## src/rtl/GLOBAL_PARAM.sv

```systemverilog
// GLOBAL_PARAM: accelerator-wide instruction width and bit-width helper.
package GLOBAL_PARAM;
    // 3-bit destination + 7-bit wait mask + 32-bit payload
    localparam int INST_W = 42;
    function automatic int bw(input int n);
        return $clog2(n + 1);
    endfunction
endpackage

```

## src/rtl/INS_CONST.sv

```systemverilog
// INS_CONST: instruction field layout and dispatcher FSM states.
package INS_CONST;
    import GLOBAL_PARAM::*;
    localparam int DST_W = 3;
    localparam int WAIT_W = 7;
    localparam int INS_DST = INST_W - 1;
    localparam int INS_WAIT = INST_W - 4;
    localparam logic [DST_W-1:0] DST_CONF = 3'b111;
    typedef enum logic {S_FETCH, S_WAIT} state_t;
endpackage

```

## src/rtl/ins_dispatch_if.sv

```systemverilog
// ins_dispatch_if: host instruction stream and per-engine instruction/done handshakes.
interface ins_dispatch_if #(parameter int ENG_NUM = 3);
    import GLOBAL_PARAM::*;
    logic                           ins_valid;
    logic                           ins_ready;
    logic [INST_W-1:0]              ins;
    logic [ENG_NUM-1:0]             eng_ins_valid;
    logic [ENG_NUM-1:0]             eng_ins_ready;
    logic [ENG_NUM-1:0][INST_W-1:0] eng_ins;
    logic [ENG_NUM-1:0]             eng_done;
    modport master(output ins_valid, ins, eng_ins_ready, eng_done, input ins_ready, eng_ins_valid, eng_ins);
    modport slave(input ins_valid, ins, eng_ins_ready, eng_done, output ins_ready, eng_ins_valid, eng_ins);
endinterface

```

## src/rtl/ins_fifo.sv

```systemverilog
// ins_fifo: synchronous first-word-fall-through FIFO; a full FIFO may pop and push in one cycle.
module ins_fifo #(
    parameter int WIDTH = 8,
    parameter int DEPTH = 4
) (
    input  logic             clk,
    input  logic             rst,
    input  logic             push,
    input  logic [WIDTH-1:0] din,
    input  logic             pop,
    output logic             full,
    output logic             empty,
    output logic [WIDTH-1:0] dout
);
    localparam int AW = $clog2(DEPTH);
    localparam int PW = AW + 1;
    logic [WIDTH-1:0] mem_q [DEPTH];
    logic [AW:0] wr_q, wr_d, rd_q, rd_d;
    always_comb begin
        wr_d = wr_q + PW'(push);
        rd_d = rd_q + PW'(pop);
        full = wr_q[AW] != rd_q[AW] && wr_q[AW-1:0] == rd_q[AW-1:0];
        empty = wr_q == rd_q;
        dout = mem_q[rd_q[AW-1:0]];
    end
    always_ff @(posedge clk or negedge rst)
        if (!rst) begin
            wr_q <= '0;
            rd_q <= '0;
        end else begin
            wr_q <= wr_d;
            rd_q <= rd_d;
        end
    always_ff @(posedge clk)
        if (push) mem_q[wr_q[AW-1:0]] <= din;
endmodule

```

## src/rtl/ins_dispatch.sv

```systemverilog
// ins_dispatch: routes host instructions into per-engine FIFOs, holding each until its
// wait-mask engines are idle; configuration writes wait until every engine is idle.
module ins_dispatch
    import GLOBAL_PARAM::*;
    import INS_CONST::*;
#(
    parameter int ENG_NUM    = 3,
    parameter int FIFO_DEPTH = 4,
    parameter int CONF_W     = 32
) (
    input  logic              clk,
    input  logic              rst,
    ins_dispatch_if.slave     bus,
    output logic [CONF_W-1:0] conf,
    output logic              working,
    output logic              err
);
    localparam int OW = bw(FIFO_DEPTH + 1);
    state_t state_q, state_d;
    logic [INST_W-1:0] hold_q, hold_d;
    logic [CONF_W-1:0] conf_q, conf_d;
    logic [ENG_NUM-1:0][OW-1:0] outst_q, outst_d;
    logic err_q, err_d, working_q, working_d;
    logic [DST_W-1:0] dst, dst_in;
    logic [WAIT_W-1:0] busy;
    logic [ENG_NUM-1:0] sel, full, empty, push, pop;
    logic fetch, legal_in, all_idle, issue_eng, issue_conf;
    always_comb begin
        dst = hold_q[INS_DST -: DST_W];
        dst_in = bus.ins[INS_DST -: DST_W];
        legal_in = dst_in == DST_CONF || int'(dst_in) < ENG_NUM;
        fetch = state_q == S_FETCH && bus.ins_valid;
        busy = '0;
        sel = '0;
        for (int e = 0; e < ENG_NUM; e++) begin
            busy[e] = outst_q[e] != '0;
            sel[e] = dst == DST_W'(e);
        end
        all_idle = busy == '0;
        // a full FIFO still accepts when its head leaves this cycle
        issue_eng = state_q == S_WAIT && dst != DST_CONF
                    && (busy & hold_q[INS_WAIT -: WAIT_W]) == '0
                    && (sel & (~full | pop)) != '0;
        issue_conf = state_q == S_WAIT && dst == DST_CONF && all_idle;
        push = issue_eng ? sel : '0;
        state_d = fetch && legal_in ? S_WAIT : (issue_eng || issue_conf) ? S_FETCH : state_q;
        hold_d = fetch ? bus.ins : hold_q;
        conf_d = issue_conf ? hold_q[CONF_W-1:0] : conf_q;
        err_d = err_q || (fetch && !legal_in) || (bus.eng_done & ~busy[ENG_NUM-1:0]) != '0;
        working_d = state_q == S_WAIT || !all_idle;
        for (int e = 0; e < ENG_NUM; e++)
            outst_d[e] = push[e] && !bus.eng_done[e] ? outst_q[e] + OW'(1)
                       : bus.eng_done[e] && !push[e] && busy[e] ? outst_q[e] - OW'(1)
                       : outst_q[e];
    end
    always_ff @(posedge clk or negedge rst)
        if (!rst) begin
            state_q <= S_FETCH;
            hold_q <= '0;
            conf_q <= '0;
            outst_q <= '0;
            err_q <= 1'b0;
            working_q <= 1'b0;
        end else begin
            state_q <= state_d;
            hold_q <= hold_d;
            conf_q <= conf_d;
            outst_q <= outst_d;
            err_q <= err_d;
            working_q <= working_d;
        end
    for (genvar i = 0; i < ENG_NUM; i++) begin : g_eng
        assign pop[i] = !empty[i] && bus.eng_ins_ready[i];
        ins_fifo #(.WIDTH(INST_W), .DEPTH(FIFO_DEPTH)) u_fifo (
            .clk(clk),
            .rst(rst),
            .push(push[i]),
            .din(hold_q),
            .pop(pop[i]),
            .full(full[i]),
            .empty(empty[i]),
            .dout(bus.eng_ins[i])
        );
    end
    assign bus.eng_ins_valid = ~empty;
    assign bus.ins_ready = state_q == S_FETCH;
    assign conf = conf_q;
    assign working = working_q;
    assign err = err_q;
endmodule

```

## src/flat_wrapper.sv

```systemverilog
// flat-port wrapper written by rule: the top's interface ports become plain ports
module ins_dispatch_flat import GLOBAL_PARAM::*; import INS_CONST::*;
#(
    parameter int ENG_NUM    = 3,
    parameter int FIFO_DEPTH = 4,
    parameter int CONF_W     = 32
)
  (clk, rst, conf, working, err, bus_ins_valid, bus_ins, bus_eng_ins_ready, bus_eng_done, bus_ins_ready, bus_eng_ins_valid, bus_eng_ins);
  ins_dispatch_if #(.ENG_NUM(ENG_NUM)) bus_i ();
  input  logic clk;
  input  logic rst;
  output logic [CONF_W-1:0] conf;
  output logic working;
  output logic err;
  input wire logic [$bits(bus_i.ins_valid)-1:0] bus_ins_valid;
  input wire logic [$bits(bus_i.ins)-1:0] bus_ins;
  input wire logic [$bits(bus_i.eng_ins_ready)-1:0] bus_eng_ins_ready;
  input wire logic [$bits(bus_i.eng_done)-1:0] bus_eng_done;
  output wire logic [$bits(bus_i.ins_ready)-1:0] bus_ins_ready;
  output wire logic [$bits(bus_i.eng_ins_valid)-1:0] bus_eng_ins_valid;
  output wire logic [$bits(bus_i.eng_ins)-1:0] bus_eng_ins;
  assign bus_i.ins_valid = bus_ins_valid;
  assign bus_i.ins = bus_ins;
  assign bus_i.eng_ins_ready = bus_eng_ins_ready;
  assign bus_i.eng_done = bus_eng_done;
  assign bus_ins_ready = bus_i.ins_ready;
  assign bus_eng_ins_valid = bus_i.eng_ins_valid;
  assign bus_eng_ins = bus_i.eng_ins;
  ins_dispatch #(.ENG_NUM(ENG_NUM), .FIFO_DEPTH(FIFO_DEPTH), .CONF_W(CONF_W)) u_core (.clk(clk), .rst(rst), .bus(bus_i), .conf(conf), .working(working), .err(err));
endmodule
```

## config.mk

```make
export PLATFORM = sky130hd
export DESIGN_NAME = ins_dispatch_flat
export DESIGN_NICKNAME = d
export VERILOG_FILES = /design/src/rtl/GLOBAL_PARAM.sv /design/src/rtl/INS_CONST.sv /design/src/rtl/ins_dispatch_if.sv /design/src/rtl/ins_fifo.sv /design/src/rtl/ins_dispatch.sv /design/src/flat_wrapper.sv
export SDC_FILE = /design/constraint.sdc
export NUM_CORES = 1
export LEC_CHECK = 0
export ABC_AREA = 1
export CAP_MARGIN = 20
export CORE_MARGIN = 2
export CORE_UTILIZATION = 57
export CTS_BUF_LIST = sky130_fd_sc_hd__clkbuf_16
export DETAILED_ROUTE_END_ITERATION = 16
export MAX_ROUTING_LAYER = met4
export PLACE_DENSITY_LB_ADDON = 0.1
export SYNTH_ARGS = -nofsm -noshare
export SYNTH_HDL_FRONTEND = slang
export SYNTH_SLANG_ARGS = --single-unit
```

## constraint.sdc

```tcl
create_clock -name clk -period 6 [get_ports clk]
set_input_delay 1.2 -clock clk [delete_from_list [all_inputs] [get_ports clk]]
set_output_delay 1.2 -clock clk [all_outputs]
set_load 0.01 [all_outputs]
```

==> reports/results.ini, run 1 <==
[sta]
fin_hold_ws_ns = 0.4834
worst_pin_slew_ns = 1.050
clock_skew_ns = 0.01484
max_freq_mhz = 218.5
final.period_utilization_pct = 76.29
min_period_ns = 4.577
setup_tns_ns = 0
setup_violations = 0
hold_viol_final = 0
rsz0062_at_grt = no
slew_viol_final = 0
worst_slack_ns = 1.423
maxSlewHeadroom_pct = 29.87

[worst_setup_path]
critPathMaxFanout = 45
critPathKind = flip-flop to output pin
worstPathArrival_ns = 3.38
rr_worst_depth = 12
r2r_slack_ns = 2.51
timing.rr.end = u_core.g_eng[0].u_fifo.mem_q[1][11]
crit_path_start_kind = flip-flop
cp.required_ns = 4.80
critical-path-slowest-cell = inv_2
end_kind = output pin
regToRegStartpoint = u_core.g_eng[2].u_fifo.rd_q[1]
slowest_delay_ns = 0.85
path_cells = inv_2, o21ai_0, o22ai_1, clkdlybuf4s50_1

[clock_network]
clock_sinks = 608
cts_hold_buf = 0
clkTransAtPathRegs_ns = 0.06
post_cts_buffers = 0
ctsResizeCount = 0
cts_tree = done
clock_latency_ns = 0.61
cts_buffers = 59
h-tree-depth = 2
clockRootBuffer = clkbuf_16
clk_path_buf_depth = 3

[hold_path]
holdPathStages = 2
hold_start = u_core.conf[30]
hold_end = u_core.conf[30]
hp-class = flip-flop to flip-flop

[drt]
drtAntennaViolNets = 0
wl_per_cell_um = 21.74
remaining_drc_errors = 0
drtIter0Drc = 1250
routed_wl_mm = 54.90
routed_via_density = 5.769
firstDrtPassIters = 5
dr_total_vias = 14567

[logic_synthesis]
yosysWarnings = 0
synth_cell_type_count = 26
yosysSeqAreaShare_pct = 76.81
avgSynthCellArea_um2 = 13.34
syn-cell-area_um2 = 23090
syn_nets = 1797
synth-seq-cells = 608
syn_inst = 1731

[power]
power_density_nw_per_um2 = 511.5
peakVddDrop_uv = 326.1
p_leak_nw = 10.00

[place]
place_hpwl_mm = 32.26
dp.cells = 2412
gp_congestion = 0.7740
portBuffers = 214
pre_cts_slack_ns = 2.076

[global_route]
grt_overflow_total = 0
grt_max_degree = 87
track_usage_pct = 27.32
grt_pass1_wl_mm = 83.01
grt_pass1_vias = 14379
antenna_found_initial = 2

[final_layout]
fin_util_pct = 69.82
drive_gt1_share_pct = 9.109
fin_nets = 2015
layout_commonest_cell = edfxtp_1
area_growth_pct = 20.41
final_cell_mix = edfxtp_1, o21ai_0, nor2_1
fill_cells = 2790
fin_cells = 2525

[status]
status = complete, no violations

[die]
start_util_pct = 57.98
rows = 73
ios = 215
die_w_um = 205.3
die_h_um = 205.3
fp.coreArea_um2 = 39820
die_area_um2 = 42140

[flow_run]
cap_violations = 0

==> per-stage QoR <==
step	total power, mW	instance area [um^2]
2_1_floorplan	8.237	23090
3_3_place_gp	10.58	25850
3_5_place_dp	10.69	25870
4_1_cts	14.28	27780
5_1_grt	14.92	27800
6_report	14.22	27800
==> Yosys cell counts, drive strengths merged <==
cell | number | share of area, %
buf | 6 | 0.13
o21ai | 313 | 6.8
nand3 | 16 | 0.42
xor2 | 7 | 0.27
nand4 | 3 | 0.16
nor2 | 264 | 4.3
inv | 76 | 1.2
dfrtp | 104 | 11
o22ai | 127 | 3.4
clkinv | 1 | 0.038
edfxtp | 504 | 66
nor3 | 18 | 0.63
nand2 | 188 | 3.4
clkbuf | 86 | 1.4
fa | 3 | 0.26
a21oi | 3 | 0.065
ha | 12 | 0.65
==> registers in the layout, indices dropped and copies added (netlist names) <==
| name | cells |
|---|---|
| u_core.g_eng.u_fifo.mem_q | 504 |
| u_core.hold_q | 42 |
| u_core.g_eng.u_fifo.wr_q | 9 |
| u_core.err | 1 |
| u_core.outst_q | 9 |
| u_core.g_eng.u_fifo.rd_q | 9 |
| u_core.working | 1 |
| u_core.state_q | 1 |
| u_core.conf | 32 |
==> power breakdown <==
group	internal, mW	switching (mW)	leakage (nW)
Sequential	5.38	0.811	5.89
Combinational	1.83	2.61	3.13
Clock	2.07	1.52	0.983
==> worst max-delay path: cells and delay by family, from the launching register on <==
family                 cells  cell delay, ns
AOI/OAI and AO/OA          2            0.54
buffers and inverters      2            1.44
DFF                        1            0.78
==> routing by layer <==
layer | vias to the layer above | share of wire [%] | global-route usage (%)
met4 | 0 | 2.8 | 9.815
met1 | 7213 | 42 | 37.35
met2 | 567 | 48 | 42.28
met5 | - | 0 | -
met3 | 99 | 7.2 | 4.355
li1 | 6688 | - | -
==> logic make-up (layout without fill, tap and decap cells) <==
family                   Yosys count  in the layout  share of synthesized area [%]
flip-flops                       608            608                          76.81
AND/OR/NAND/NOR                  489            489                          8.919
AO/OA/AOI/OAI                    443            443                          10.29
buffers and inverters            169            436                          2.801
adder cells (fa/ha/maj)           15             15                         0.9103
XOR/XNOR                           7              7                         0.2655
other                              0              2                              0
==> layout make-up <==
cell class              count  area [um^2]  area share [%]
diodes                      2        5.005         0.01800
well taps                 525        656.9           2.363
repair buffers            249         2427           8.730
flip-flops and latches    608        17750           63.83
clock inverters            48        354.1           1.274
multi-input cells         954         4767           17.15
inverters                  77        294.0           1.058
clock buffers              62         1551           5.580
==> worst max path at each step <==
stage | slack (ns) | cells past startpoint | end | startpoint
floorplan | 0.92 | 8 | u_core.g_eng[0].u_fifo.mem_q[2][0] | bus_eng_ins_ready[0]
global placement | 2.09 | 4 | bus_eng_ins[113] | u_core.g_eng[2].u_fifo.rd_q[1]
detailed placement | 2.08 | 4 | bus_eng_ins[113] | u_core.g_eng[2].u_fifo.rd_q[1]
CTS | 1.35 | 4 | bus_eng_ins[113] | u_core.g_eng[2].u_fifo.rd_q[1]
global route | 1.22 | 4 | bus_eng_ins[113] | u_core.g_eng[2].u_fifo.rd_q[1]
finish | 1.42 | 4 | bus_eng_ins[113] | u_core.g_eng[2].u_fifo.rd_q[1]
(Power assumes the default switching activity.)
==> inputs of run 2 (changes only) <==
--- a/config.mk
+++ b/config.mk
@@ -8,7 +8,7 @@
 export ABC_AREA = 1
 export CAP_MARGIN = 20
 export CORE_MARGIN = 2
-export CORE_UTILIZATION = 57
+export CORE_UTILIZATION = 52
 export CTS_BUF_LIST = sky130_fd_sc_hd__clkbuf_16
 export DETAILED_ROUTE_END_ITERATION = 16
 export MAX_ROUTING_LAYER = met4
==> constraint.sdc (replaced) <==
create_clock -name clk -period 4.14 [get_ports clk]
set_input_delay 0.828 -clock clk [delete_from_list [all_inputs] [get_ports clk]]
set_output_delay 0.828 -clock clk [all_outputs]
set_load 0.01 [all_outputs]
==> run 2 against run 1 <==
First-iteration DRC count increased by 24%. Design area decreased by 0.25%. Via count increased by 0.83%. Critical path depth unchanged. Clock skew decreased by 0.0025 ns. Clock-buffer cell count decreased by 3. Global-route usage decreased by 1.4 points. Register-to-register slack got worse by 1.7 ns. Sequential share of layout area increased by 0.18 points. Combinational power increased by 48%. Critical endpoint is now bus_eng_ins[115]. Largest power group unchanged. Highest routed layer unchanged.
==> reports/results.ini, run 2 (synthesis gave the netlist of run 1 again) <==
[sta]
fin_hold_ws_ns = 0.2944  ; -0.1890 ns
final.period_utilization_pct = 94.57
hold_viol_final = 0  ; unchanged
rsz0062_at_grt = no
setup_tns_ns = 0  ; unchanged
slew_viol_final = 0  ; unchanged
max_freq_mhz = 255.4
worst_pin_slew_ns = 0.9025  ; -0.1479 ns
clock_skew_ns = 0.01230  ; -0.002541 ns
setup_violations = 0  ; unchanged
maxSlewHeadroom_pct = 39.74  ; +9.9 points
min_period_ns = 3.915

[final_layout]
largest_reg_flops = 504  ; unchanged
regArea_um2 = 17750  ; about the same
fill_cells = 3406  ; +22%
final_area_um2 = 27730  ; -0.25%
fin_cells = 2595  ; +2.8%
drive_gt1_share_pct = 8.587  ; -0.52 points
final_cell_mix = edfxtp_1, o21ai_0, nor2_1
fin_nets = 2021  ; +0.30%
area_growth_pct = 20.11
multi_input_area_um2 = 4767  ; unchanged
diodes = 0  ; -2
layout_commonest_cell = edfxtp_1

[global_route]
grt_overflow_total = 0  ; unchanged
grt_max_degree = 78  ; -10%
antenna_found_initial = 0  ; -2
grt_pass1_wl_mm = 87.29  ; +5.2%
track_usage_pct = 25.96  ; -1.4 points
grt_pass1_vias = 14113  ; -1.8%

[place]
place_hpwl_mm = 35.22  ; +9.2%
dp.cells = 2486  ; +3.1%
place_area_um2 = 26030  ; +0.59%
gp_congestion = 0.7976  ; +3.0%
portBuffers = 214  ; unchanged

[worst_setup_path]
critPathMaxFanout = 45  ; unchanged
cp.required_ns = 3.31  ; -1.49 ns
critPathKind = flip-flop to output pin
r2r_slack_ns = 0.85  ; -1.66 ns
critical-path-slowest-cell = dfrtp_4
crit_path_start_kind = flip-flop
rr_worst_depth = 13  ; +1
slowest_delay_ns = 0.72  ; -0.13 ns
cp-startpoint = u_core.g_eng[2].u_fifo.rd_q[0]
path_cells = buf_4, o21ai_0, o22ai_1, clkdlybuf4s50_1
timing.rr.end = u_core.g_eng[0].u_fifo.mem_q[2][7]
worstPathArrival_ns = 3.09  ; -0.29 ns
end_kind = output pin
regToRegStartpoint = u_core.g_eng[2].u_fifo.rd_q[0]

[drt]
remaining_drc_errors = 0  ; unchanged
drtIter0Drc = 1556  ; +24%
routed_wl_mm = 57.97  ; +5.6%
routed_via_density = 5.660  ; -1.9%
drtAntennaViolNets = 0  ; unchanged
dr_total_vias = 14688  ; +0.83%
firstDrtPassIters = 5  ; unchanged
wl_per_cell_um = 22.34  ; +2.7%

[clock_network]
clock_sinks = 608  ; unchanged
h-tree-depth = 2  ; unchanged
post_cts_buffers = 0  ; unchanged
cts_buffers = 59  ; unchanged
clkTransAtPathRegs_ns = 0.06  ; about the same
cts_tree = done
clockRootBuffer = clkbuf_16
clock_latency_ns = 0.61  ; about the same
cts_hold_buf = 0  ; unchanged
ctsResizeCount = 0  ; unchanged
clk_path_buf_depth = 3  ; unchanged

[hold_path]
hp-class = input pin to asynchronous set/reset pin

[power]
p_total_mw = 20.36  ; +43%
power_density_nw_per_um2 = 734.3  ; +44%
peakVddDrop_uv = 454.4  ; +39%
p_leak_nw = 9.970  ; -0.33%

[flow_run]
cap_violations = 0  ; unchanged

[status]
status = complete, no violations

[die]
start_util_pct = 52.45  ; -5.5 points
die_area_um2 = 46110  ; +9.4%
fp.coreArea_um2 = 44030  ; +11%
ios = 215  ; unchanged
rows = 77  ; +5.5%
die_h_um = 214.7  ; +4.6%
die_w_um = 214.7  ; +4.6%

==> run 2: critical path, delay by kind of cell, from the launching register on <==
kind                   cells  cell delay (ns)
buffers and inverters      2             1.14
DFF                        1             0.72
AOI/OAI and AO/OA          2             0.60
==> run 2: layout make-up <==
cell class	count	share of cell area (%)
clock inverters	50	0.8346
clock buffers	59	5.323
repair buffers	255	8.915
multi-input cells	954	17.19
inverters	77	1.060
well taps	592	2.671
flip-flops and latches	608	64.01
==> run 2: metal layers <==
layer  up-vias  global-route usage (%)  part of all wire, %
met5         -                       -                    0
met4         0                   9.213                  2.9
met3       104                   4.119                  7.1
met2       562                   38.76                   46
met1      7331                   36.61                   44
li1       6691                       -                    -
==> run 2: power by group <==
part	total, mW	internal, mW	switching (mW)
Clock	4.80	2.62	2.18
Combinational	6.56	2.67	3.89
Sequential	9.01	7.81	1.20
Total	20.4	13.1	7.26
==> run 2: metrics by stage <==
stage / worst slack (ns) / utilization (%)
2_1_floorplan: -0.6095 / -
5_1_grt: 0.02473 / 62.99
3_5_place_dp: 0.8442 / 59.11
4_1_cts: 0.1707 / 62.99
3_3_place_gp: 0.8680 / 59.11
6_report: 0.2248 / 62.99
==> run 2: how the worst max path moves through the flow <==
stage | cells past startpoint | to | slack [ns]
floorplan | 8 | u_core.g_eng[0].u_fifo.mem_q[2][0] | -0.61
global placement | 5 | bus_eng_ins[50] | 0.87
detailed placement | 4 | bus_eng_ins[82] | 0.84
CTS | 4 | bus_eng_ins[82] | 0.17
global route | 5 | bus_eng_ins[50] | 0.02
finish | 4 | bus_eng_ins[115] | 0.22
==> inputs of run 3 (changes only) <==
--- a/config.mk
+++ b/config.mk
@@ -11,6 +11,7 @@
 export CORE_UTILIZATION = 52
 export CTS_BUF_LIST = sky130_fd_sc_hd__clkbuf_16
 export DETAILED_ROUTE_END_ITERATION = 16
+export HOLD_SLACK_MARGIN = 0.05
 export MAX_ROUTING_LAYER = met4
 export PLACE_DENSITY_LB_ADDON = 0.1
 export SYNTH_ARGS = -nofsm -noshare
==> constraint.sdc (replaced) <==
create_clock -name clk -period 4.14 [get_ports clk]
set_input_delay 0.828 -clock clk [delete_from_list [all_inputs] [get_ports clk]]
set_output_delay 0.828 -clock clk [all_outputs]
set_load 0.005 [all_outputs]
==> run 3 against run 2 <==
Clock-buffer cell count up 2. Wire length down 3.9%. Via count down 2.0%. Sequential share of layout area down 0.57 points. Largest cell class unchanged.
==> reports/results.ini, run 3 (synthesis gave the netlist of run 1 again) <==
[worst_setup_path]
rr_worst_depth = 12  ; -1
path_delay_family = buffers and inverters
path_cells = inv_2, buf_4, o21ai_0, o22ai_1, clkdlybuf4s50_1
critPathMaxFanout = 42  ; -6.7%
r2r_slack_ns = 1.06  ; +0.21 ns
timing.rr.end = u_core.g_eng[1].u_fifo.mem_q[1][24]
crit_path_start_kind = flip-flop
cp.required_ns = 3.31  ; about the same
cp-startpoint = u_core.g_eng[2].u_fifo.rd_q[0]
end_kind = output pin
regToRegStartpoint = u_core.g_eng[1].u_fifo.rd_q[0]
critical-path-slowest-cell = dfrtp_4
worstPathArrival_ns = 3.13  ; +0.04 ns
critPathKind = flip-flop to output pin
slowest_delay_ns = 0.66  ; -0.06 ns
cp_num_buf_inv = 3  ; +1

[global_route]
grt_pass1_vias = 14155  ; +0.30%
grt_max_degree = 59  ; -24%
antenna_found_initial = 0  ; unchanged
track_usage_pct = 25.10  ; -0.86 points
grt_overflow_total = 0  ; unchanged
grt_pass1_wl_mm = 84.79  ; -2.9%

[clock_network]
cts_tree = done
clock_latency_ns = 0.61  ; about the same
post_cts_buffers = 0  ; unchanged
clk_path_buf_depth = 3  ; unchanged
ctsResizeCount = 0  ; unchanged
cts_buffers = 60  ; +1.7%
h-tree-depth = 2  ; unchanged
clockRootBuffer = clkbuf_16
cts_hold_buf = 0  ; unchanged
clock_sinks = 608  ; unchanged
clkTransAtPathRegs_ns = 0.06  ; about the same

[drt]
routed_wl_mm = 55.73  ; -3.9%
firstDrtPassIters = 5  ; unchanged
drtAntennaViolNets = 0  ; unchanged
dr_total_vias = 14399  ; -2.0%
routed_via_density = 5.538  ; -2.2%
remaining_drc_errors = 0  ; unchanged
drtIter0Drc = 1438  ; -7.6%
wl_per_cell_um = 21.43  ; -4.0%

[sta]
worst_slack_ns = 0.1863  ; -0.03852 ns
clock_skew_ns = 0.02219  ; +0.009890 ns
min_period_ns = 3.954  ; +0.03852 ns
setup_violations = 0  ; unchanged
slew_viol_final = 0  ; unchanged
worst_pin_slew_ns = 0.8667  ; -0.03583 ns
rsz0062_at_grt = no
final.period_utilization_pct = 95.50  ; +0.93 points
hold_viol_final = 0  ; unchanged
maxSlewHeadroom_pct = 42.22  ; +2.5 points
max_freq_mhz = 252.9  ; -0.97%

[final_layout]
final_area_um2 = 27980  ; +0.90%
largest_reg_flops = 504  ; unchanged
final_cell_mix = edfxtp_1, o21ai_0, nor2_1
drive_gt1_share_pct = 9.462  ; +0.88 points
layout_commonest_cell = edfxtp_1
area_growth_pct = 21.19
fin_util_pct = 63.56  ; +0.57 points
fin_nets = 2022  ; +0.049%
diodes = 0  ; unchanged
fin_cells = 2600  ; +0.19%

[power]
p_leak_nw = 10.04  ; +0.74%
peakVddDrop_uv = 385.1  ; -15%
p_total_mw = 20.36  ; about the same
power_density_nw_per_um2 = 727.5  ; -0.93%

[die]
rows = 77  ; unchanged
die_area_um2 = 46110  ; unchanged
die_h_um = 214.7  ; unchanged
start_util_pct = 52.45  ; unchanged
die_w_um = 214.7  ; unchanged
ios = 215  ; unchanged
fp.coreArea_um2 = 44030  ; unchanged

[place]
pre_cts_slack_ns = 0.8254  ; -0.01877 ns
gp_congestion = 0.8368  ; +4.9%
place_hpwl_mm = 33.16  ; -5.8%
portBuffers = 214  ; unchanged
place_area_um2 = 26060  ; +0.14%
dp.cells = 2486  ; unchanged

[status]
status = complete, no violations

[flow_run]
cap_violations = 0  ; unchanged

[hold_path]
hp-class = input pin to asynchronous set/reset pin

## run 3: cell types whose count changed in the layout (fill, tap and decap cells not counted)
cell / change
buf_12: +3
buf_4: -3
bufinv_16: +5
clkbuf_16: +2
clkinv_1: -2
clkinv_2: +9
clkinv_4: -1
clkinvlp_4: +2
inv_1: -11
inv_6: +1
## run 3: metal layers
metal / vias to the layer above / global-route usage (%) / wire (um)
met4: 0 / 6.574 / 1243
met3: 77 / 4.317 / 3157
met2: 467 / 39.97 / 26710
met1: 7150 / 33.91 / 24620
met5: - / - / 0
li1: 6705 / - / -
## run 3: per-stage QoR
stage | TNS, ns | hold slack [ns]
after floorplan | -307.13 | 0.4626
after global placement | 0 | 0.4611
after detailed placement | 0 | 0.4590
after CTS | 0 | 0.3351
after global routing | 0 | 0.3500
final | 0 | 0.3139
## run 3: power by group
part	switching (mW)	total, mW	internal [mW]
Combinational	3.38	6.06	2.68
Sequential	1.24	9.05	7.81
Clock	2.21	5.24	3.03
## run 3: worst register-to-register path, cell delays in order, from the launching register on
cell and delay (ns):
dfrtp_4 0.77, buf_4 0.47, nand2_1 0.10, nand2_1 0.09, nor2_2 0.04, nand2_1 0.07
nand2_2 0.06, nand3_4 0.13, nand2_4 0.07, clkinv_4 0.10, nand2_4 0.10, nor3_2 0.12
buf_4 0.56
## run 3: worst max-delay path by stage
stage,end,slack (ns),depth (start not counted)
2_1_floorplan,u_core.g_eng[0].u_fifo.mem_q[2][0],-0.61,8
3_3_place_gp,bus_eng_ins[115],0.84,5
3_5_place_dp,bus_eng_ins[115],0.83,5
4_1_cts,bus_eng_ins[115],0.15,5
5_1_grt,bus_eng_ins[115],0.04,5
6_report,bus_eng_ins[115],0.19,5
## run 3: layout make-up
class	instances	area, um^2
Clock inverter	53	392.9
Multi-Input combinational cell	954	4767
Fill cell	3348	16050
Clock buffer	61	1526
Timing Repair Buffer	255	2510
Inverter	77	294.0
Sequential cell	608	17750
Tap cell	592	740.7
